<file path="src/rtl/psum_pack_16.sv">
// Ping-pong packer that assembles LANES-wide FP16 beats into 16-element
// vectors for the accumulation tree, zero-padding groups closed early by in_last.
module psum_pack_16 #(
  parameter int LANES = 4
) (
  input  logic                  clk,
  input  logic                  rst_n,
  input  logic                  in_valid,
  output logic                  in_ready,
  input  logic [LANES*16-1:0]   in_data,
  input  logic                  in_last,
  output logic                  out_valid,
  input  logic                  out_ready,
  output logic [255:0]          out_vec,
  output logic [4:0]            out_cnt
);

  localparam int BEATS  = 16 / LANES;
  localparam int BEAT_W = (BEATS > 1) ? $clog2(BEATS) : 1;
  localparam logic [BEAT_W-1:0] LAST_BEAT = BEAT_W'(BEATS - 1);

  generate
    if (!(LANES == 1 || LANES == 2 || LANES == 4 || LANES == 8 || LANES == 16)) begin : g_bad_lanes
      $error("psum_pack_16: LANES must be 1, 2, 4, 8 or 16");
    end
  endgenerate

  logic [255:0]      slot_vec [2];
  logic [4:0]        slot_cnt [2];
  logic              wr_sel;
  logic              rd_sel;
  logic [1:0]        occ;
  logic [BEAT_W-1:0] beat;

  logic accept;
  logic close;
  logic emit;

  // Handshake qualifiers depend only on registered state (plus reset), so
  // there is no combinational path from out_ready to in_ready.
  assign in_ready  = rst_n && (occ != 2'd2);
  assign out_valid = rst_n && (occ != 2'd0);
  assign accept    = in_valid && in_ready;
  assign close     = accept && ((beat == LAST_BEAT) || in_last);
  assign emit      = out_valid && out_ready;

  assign out_vec = slot_vec[rd_sel];
  assign out_cnt = slot_cnt[rd_sel];

  always_ff @(posedge clk) begin
    if (!rst_n) begin
      // NOTE: the slot storage is cleared as well, so a vector abandoned by
      // reset can never reappear on out_vec and the outputs read 0 afterwards.
      for (int s = 0; s < 2; s++) begin
        slot_vec[s] <= '0;
        slot_cnt[s] <= '0;
      end
      wr_sel <= 1'b0;
      rd_sel <= 1'b0;
      occ    <= 2'd0;
      beat   <= '0;
    end else begin
      // NOTE: non-blocking updates mean every test below sees pre-edge state,
      // e.g. padding and the count use the beat index of the closing beat.
      if (accept) begin
        for (int e = 0; e < 16; e++) begin
          if (BEAT_W'(e / LANES) == beat)
            slot_vec[wr_sel][e*16 +: 16] <= in_data[(e % LANES)*16 +: 16];
          else if (close && (BEAT_W'(e / LANES) > beat))
            slot_vec[wr_sel][e*16 +: 16] <= 16'h0000;
        end
        if (close) begin
          slot_cnt[wr_sel] <= 5'((32'(beat) + 1) * LANES);
          beat             <= '0;
          wr_sel           <= ~wr_sel;
        end else begin
          beat <= beat + 1'b1;
        end
      end

      if (emit)
        rd_sel <= ~rd_sel;

      // A close and a handshake in the same cycle cancel out in occ.
      if (close && !emit)
        occ <= occ + 2'd1;
      else if (!close && emit)
        occ <= occ - 2'd1;
    end
  end

endmodule
</file>
<file path="config.mk">
export PLATFORM = sky130hd
export DESIGN_NAME = psum_pack_16
export DESIGN_NICKNAME = d
export VERILOG_FILES = /design/src/rtl/psum_pack_16.sv
export SDC_FILE = /design/constraint.sdc
export NUM_CORES = 1
export LEC_CHECK = 0
export CORE_MARGIN = 4
export CORE_UTILIZATION = 38
export DETAILED_ROUTE_END_ITERATION = 10
export GPL_ROUTABILITY_DRIVEN = 0
export PLACE_DENSITY = 0.59
export SYNTH_ARGS = -nofsm -noshare
export SYNTH_HDL_FRONTEND = slang
export SYNTH_SLANG_ARGS = --single-unit
</file>
<file path="constraint.sdc">
create_clock -name clk -period 8.45 [get_ports clk]
set_clock_uncertainty 0.15 [all_clocks]
set_input_delay 1.2675 -clock clk [delete_from_list [all_inputs] [get_ports clk]]
set_output_delay 1.2675 -clock clk [all_outputs]
set_load 0.005 [all_outputs]
</file>
After elaboration in Yosys (flattened, before gate mapping). Memories as Yosys holds them, arrays and structs flattened. A register that Yosys moved wholly into a read port is not among the register bits. Cells that the tools add are included. Widths: inputs -> output; s select.

Output and inout bits: 263. Bits of input ports: 69. Register bits after elaboration: 6. Latch bits: 0. Memories kept: 2. RAM bits: 518. ROM bits: 0.

Bitwise operators: 18. Eq/ne operators: 5. $mul: 0. Multiplexer cells: 70. Order comparisons: 4. Reductions and logical operators: 20. Add/sub/neg operators: 4. Div/mod/pow operators: 0. Shifts and indexed selects: 0.

Memory list: slot_vec (words 2, bits a word 256, rd ports 1, clocked after Yosys merged registers in 1, wr ports 2, RTL line 28) `logic [255:0] slot_vec [2];`; slot_cnt (words 2, bits a word 3, rd ports 1, clocked after Yosys merged registers in 1, wr ports 2, RTL line 29) `logic [4:0] slot_cnt [2];`.

Operator list (number): $mux 16 (17); $mux 256 (1); $reduce_or 256->1 (1); $mux 1 (48); $or 1x1->1 (16); $logic_and 1x1->1 (11); $mux 2 (3); $add 2x1->2 const B (2); $eq 2x2->1 const A (2); $gt 1x2->1 const A (2); $gt 2x2->1 const A (2); $reduce_bool 2->1 (2); $add 2x1->3 const B (1); $mux 3 (1); $reduce_or 3->1 (1); $eq 1x2->1 const A (1); $eq 2x2->1 const B (1); $logic_not 1->1 (2); $logic_not 2->1 (1); $ne 2x2->1 const B (1); $not 1->1 (2); $reduce_and 2->1 (1); $sub 2x1->2 const B (1); $logic_or 1x1->1 (1).

Depth between registers and ports, before layout.
Depth after elaboration: 13. Depth in mapped cells: 7.

Worst setup path after synthesis. OpenSTA, ideal clock, no wires.

Kind: input to register. Start point: input rst_n. End point: memory slot_vec[0][100] (enable). Path slack: 1.552 ns. Data required time: 7.726 ns. Arrival: 6.173 ns. Stages on the path: 3. Cell sequence: clkbuf_1 -> nand4_1 -> o21ai_0.

RTL lines: start: declaration (RTL line 7) `input logic rst_n,`; end: declaration (RTL line 28).

==> results.toml <==
[floorplan]
design.portCount = 332
initial_utilization_pct = 38.6
dieWidth_um = 253
die_h_um = 253
die_area_um2 = 64100
floorplan.core_area_um2 = 59200
row_count = 89

[synth]
mappedNetlistArea_um2 = 22800
number_of_warnings_printed_during_yosys_synthesis = 0
postSynthCellCount = 1451
post-synth-top-area-fraction_pct = 68.1
synth-seq-area-share_pct = 68.7
yosys.cell_types.count = 33
postSynthAreaPerCell_um2 = 15.7
yosys-top-cells-area = "edfxtp_1 (68%), and2_1 (14%), mux2_2 (13%)"
yosysTopAreaCell = "edfxtp_1"
synth_seq_cells = 525

[timing]
period_minus_slack_ps = 4790
final.period_utilization_pct = 56.7
slew-limit-headroom_pct = 24.6
setup_viol = 0
max_freq_mhz = 209
rsz0062_at_grt = "false"
timing.final.max_slew_violations = 0
worst_pin_slew_ps = 1130
setup_tns_ps = 0
hold_viol_final = 0
worst_hold_slack_ps = 319

[global_route]
overflow = 0
antenna_violations_before_repair = 1
grt_first_pass_wirelength_mm = 86.0
global_route.usage.total_pct = 17.9
first_global_vias = 13055
grt_max_degree = 144

[route]
met3WireLength_mm = 2.73
via_count = 12698
routed-wl-met2_mm = 28.3
drt_first_pass_iters = 4
wl_met1_mm = 26.1
route.top_layer_used = "met4"
wirelength_mm = 58.6
drt-initial-drc-count = 771
wl_per_cell_um = 22.6
vias_per_cell = 4.91
drc = 0
ant_nets = 0

[hold_path]
hold_path.class = "register to register"

[cts]
clock_sink_count = 525
worst_skew_pair.late_latency_ps = 600
tritoncts.num_buffers = 56
h-tree-depth = 2
clockRootBuffer = "clkbuf_16"
cts_setup_buffers = 0
clock_tree_from_tritoncts = "built"
holdBufCountCts = 0
clock_path_buffers = 3
quantity_of_gates_resized_following_cts = 0
worst_setup_hold_path_clk_slew_ps = 60

[pwr]
power_leakage_nw = 10.5
vdd_ir_drop_max_mv = 0.127
pwrdens_nw_per_um2 = 220

[setup_path]
end_kind = "primary output"
critical_path_arrival_ps = 3370
path_max_fanout = 70
cp_class = "register to primary output"
crit_chain = "buf_4, mux2_2, clkdlybuf4s50_1"
setup.worst_path.start_class = "register"
timing.critical_path.slowest_cell_delay_ps = 870
critical_path.slowest_cell = "buf_4"
required_ps = 7030

[layout]
number_of_diodes_added_for_antenna_fixing = 0
layout-drive-gt1-share_pct = 21.2
areaGrowthSynthToFinish_pct = 25.2
nNetsFinal = 1844
top_library_cells_by_usage_in_the_layout_fill_and_taps_aside = "edfxtp_1 (518), and2_1 (515), clkdlybuf4s50_1 (329)"
layout_commonest_cell = "edfxtp_1"
n_fill_cell = 5125

[placement]
port_buffers = 329
hpwl_mm = 34.8

[run_status]
run_status = "finished clean"

[run]
cap_viol_max_count = 0
## final timing paths
path	from	to	slack [ps]	cells past startpoint
min reg2reg	rd_sel	rd_sel	320	1
min	rd_sel	rd_sel	320	1
max	register	out_vec[230]	3660	3
max reg2reg	occ[0]	slot_vec[0][76]	5270	4
## critical path, delay by kind of cell, from the launching register on
kind	cells	cell delay (ps)
buf+inv	2	1340
mux	1	450
flops	1	830
## cells by family (layout without fill, tap and decap cells)
group | count (synthesis) | count (layout) | synth area share, %
simple gates | 550 | 550 | 15.2
flops | 525 | 525 | 68.7
mux | 261 | 261 | 12.9
buf+inv | 94 | 457 | 2.56
compound gates | 13 | 13 | 0.345
fa+ha+maj | 5 | 5 | 0.274
xor+xnor | 2 | 2 | 0.0767
other cells | 1 | 2 | 0.0164
## synthesized netlist by cell type
cell type	count
inv_1	3
edfxtp_1	518
and3_1	2
or2_2	1
nand4_1	5
nor4bb_4	2
buf_4	28
nor2_1	3
buf_2	41
o41ai_1	1
a21boi_0	1
o21a_1	1
conb_1	1
xor2_1	1
mux2_2	259
xnor2_1	1
buf_6	10
mux2i_1	2
clkbuf_2	1
and4_1	2
nor2b_1	1
o21ai_0	6
nor3_1	1
nor4bb_1	4
and2_1	515
nand2_1	9
a21oi_1	2
or3_1	1
o211ai_1	2
dfxtp_1	7
nand2b_1	4
ha_1	5
clkbuf_1	11
## sequential cells by signal (all words and copies together) (netlist names), named ones only
| register | flops |
|---|---|
| beat | 2 |
| rd_sel | 1 |
| slot_cnt | 6 |
| occ | 2 |
| slot_vec | 512 |
| wr_sel | 1 |
## where the power goes
group / switching, W / internal (W) / leakage, nW
clock network: 0.00100 / 0.00135 / 0.881
registers: 0.0000493 / 0.00302 / 5.45
logic: 0.000395 / 0.000467 / 4.21
## metal layers
metal	vias to the layer above	global-route usage [%]
met5	-	0
met4	0	5.11
met2	299	29.8
li1	5826	-
met3	82	2.99
met1	6491	24.3
## final cells by class
class	instances	area [um2]	share of cell area, %
Timing Repair Buffer	351	3470	12.1
Multi-Input combinational cell	833	6710	23.4
Clock buffer	69	1500	5.25
Inverter	3	11.3	0.0394
Sequential cell	525	15700	54.9
Tap cell	773	967	3.38
Clock inverter	34	250	0.875
## stage by stage
stage | cell area, um2 | setup WS, ps | power, W | cells | util [%]
finish | 28600 | 3660 | 0.00628 | 2588 | 48.3
detailed placement | 26900 | 3890 | 0.00400 | 2485 | 45.3
floorplan | 22900 | 1550 | 0.00348 | 1452 | -
global placement | 26900 | 3900 | 0.00400 | 2485 | 45.3
CTS | 28600 | 3610 | 0.00636 | 2588 | 48.3
global route | 28600 | 3560 | 0.00652 | 2588 | 48.3
(Power assumes the default switching activity.)
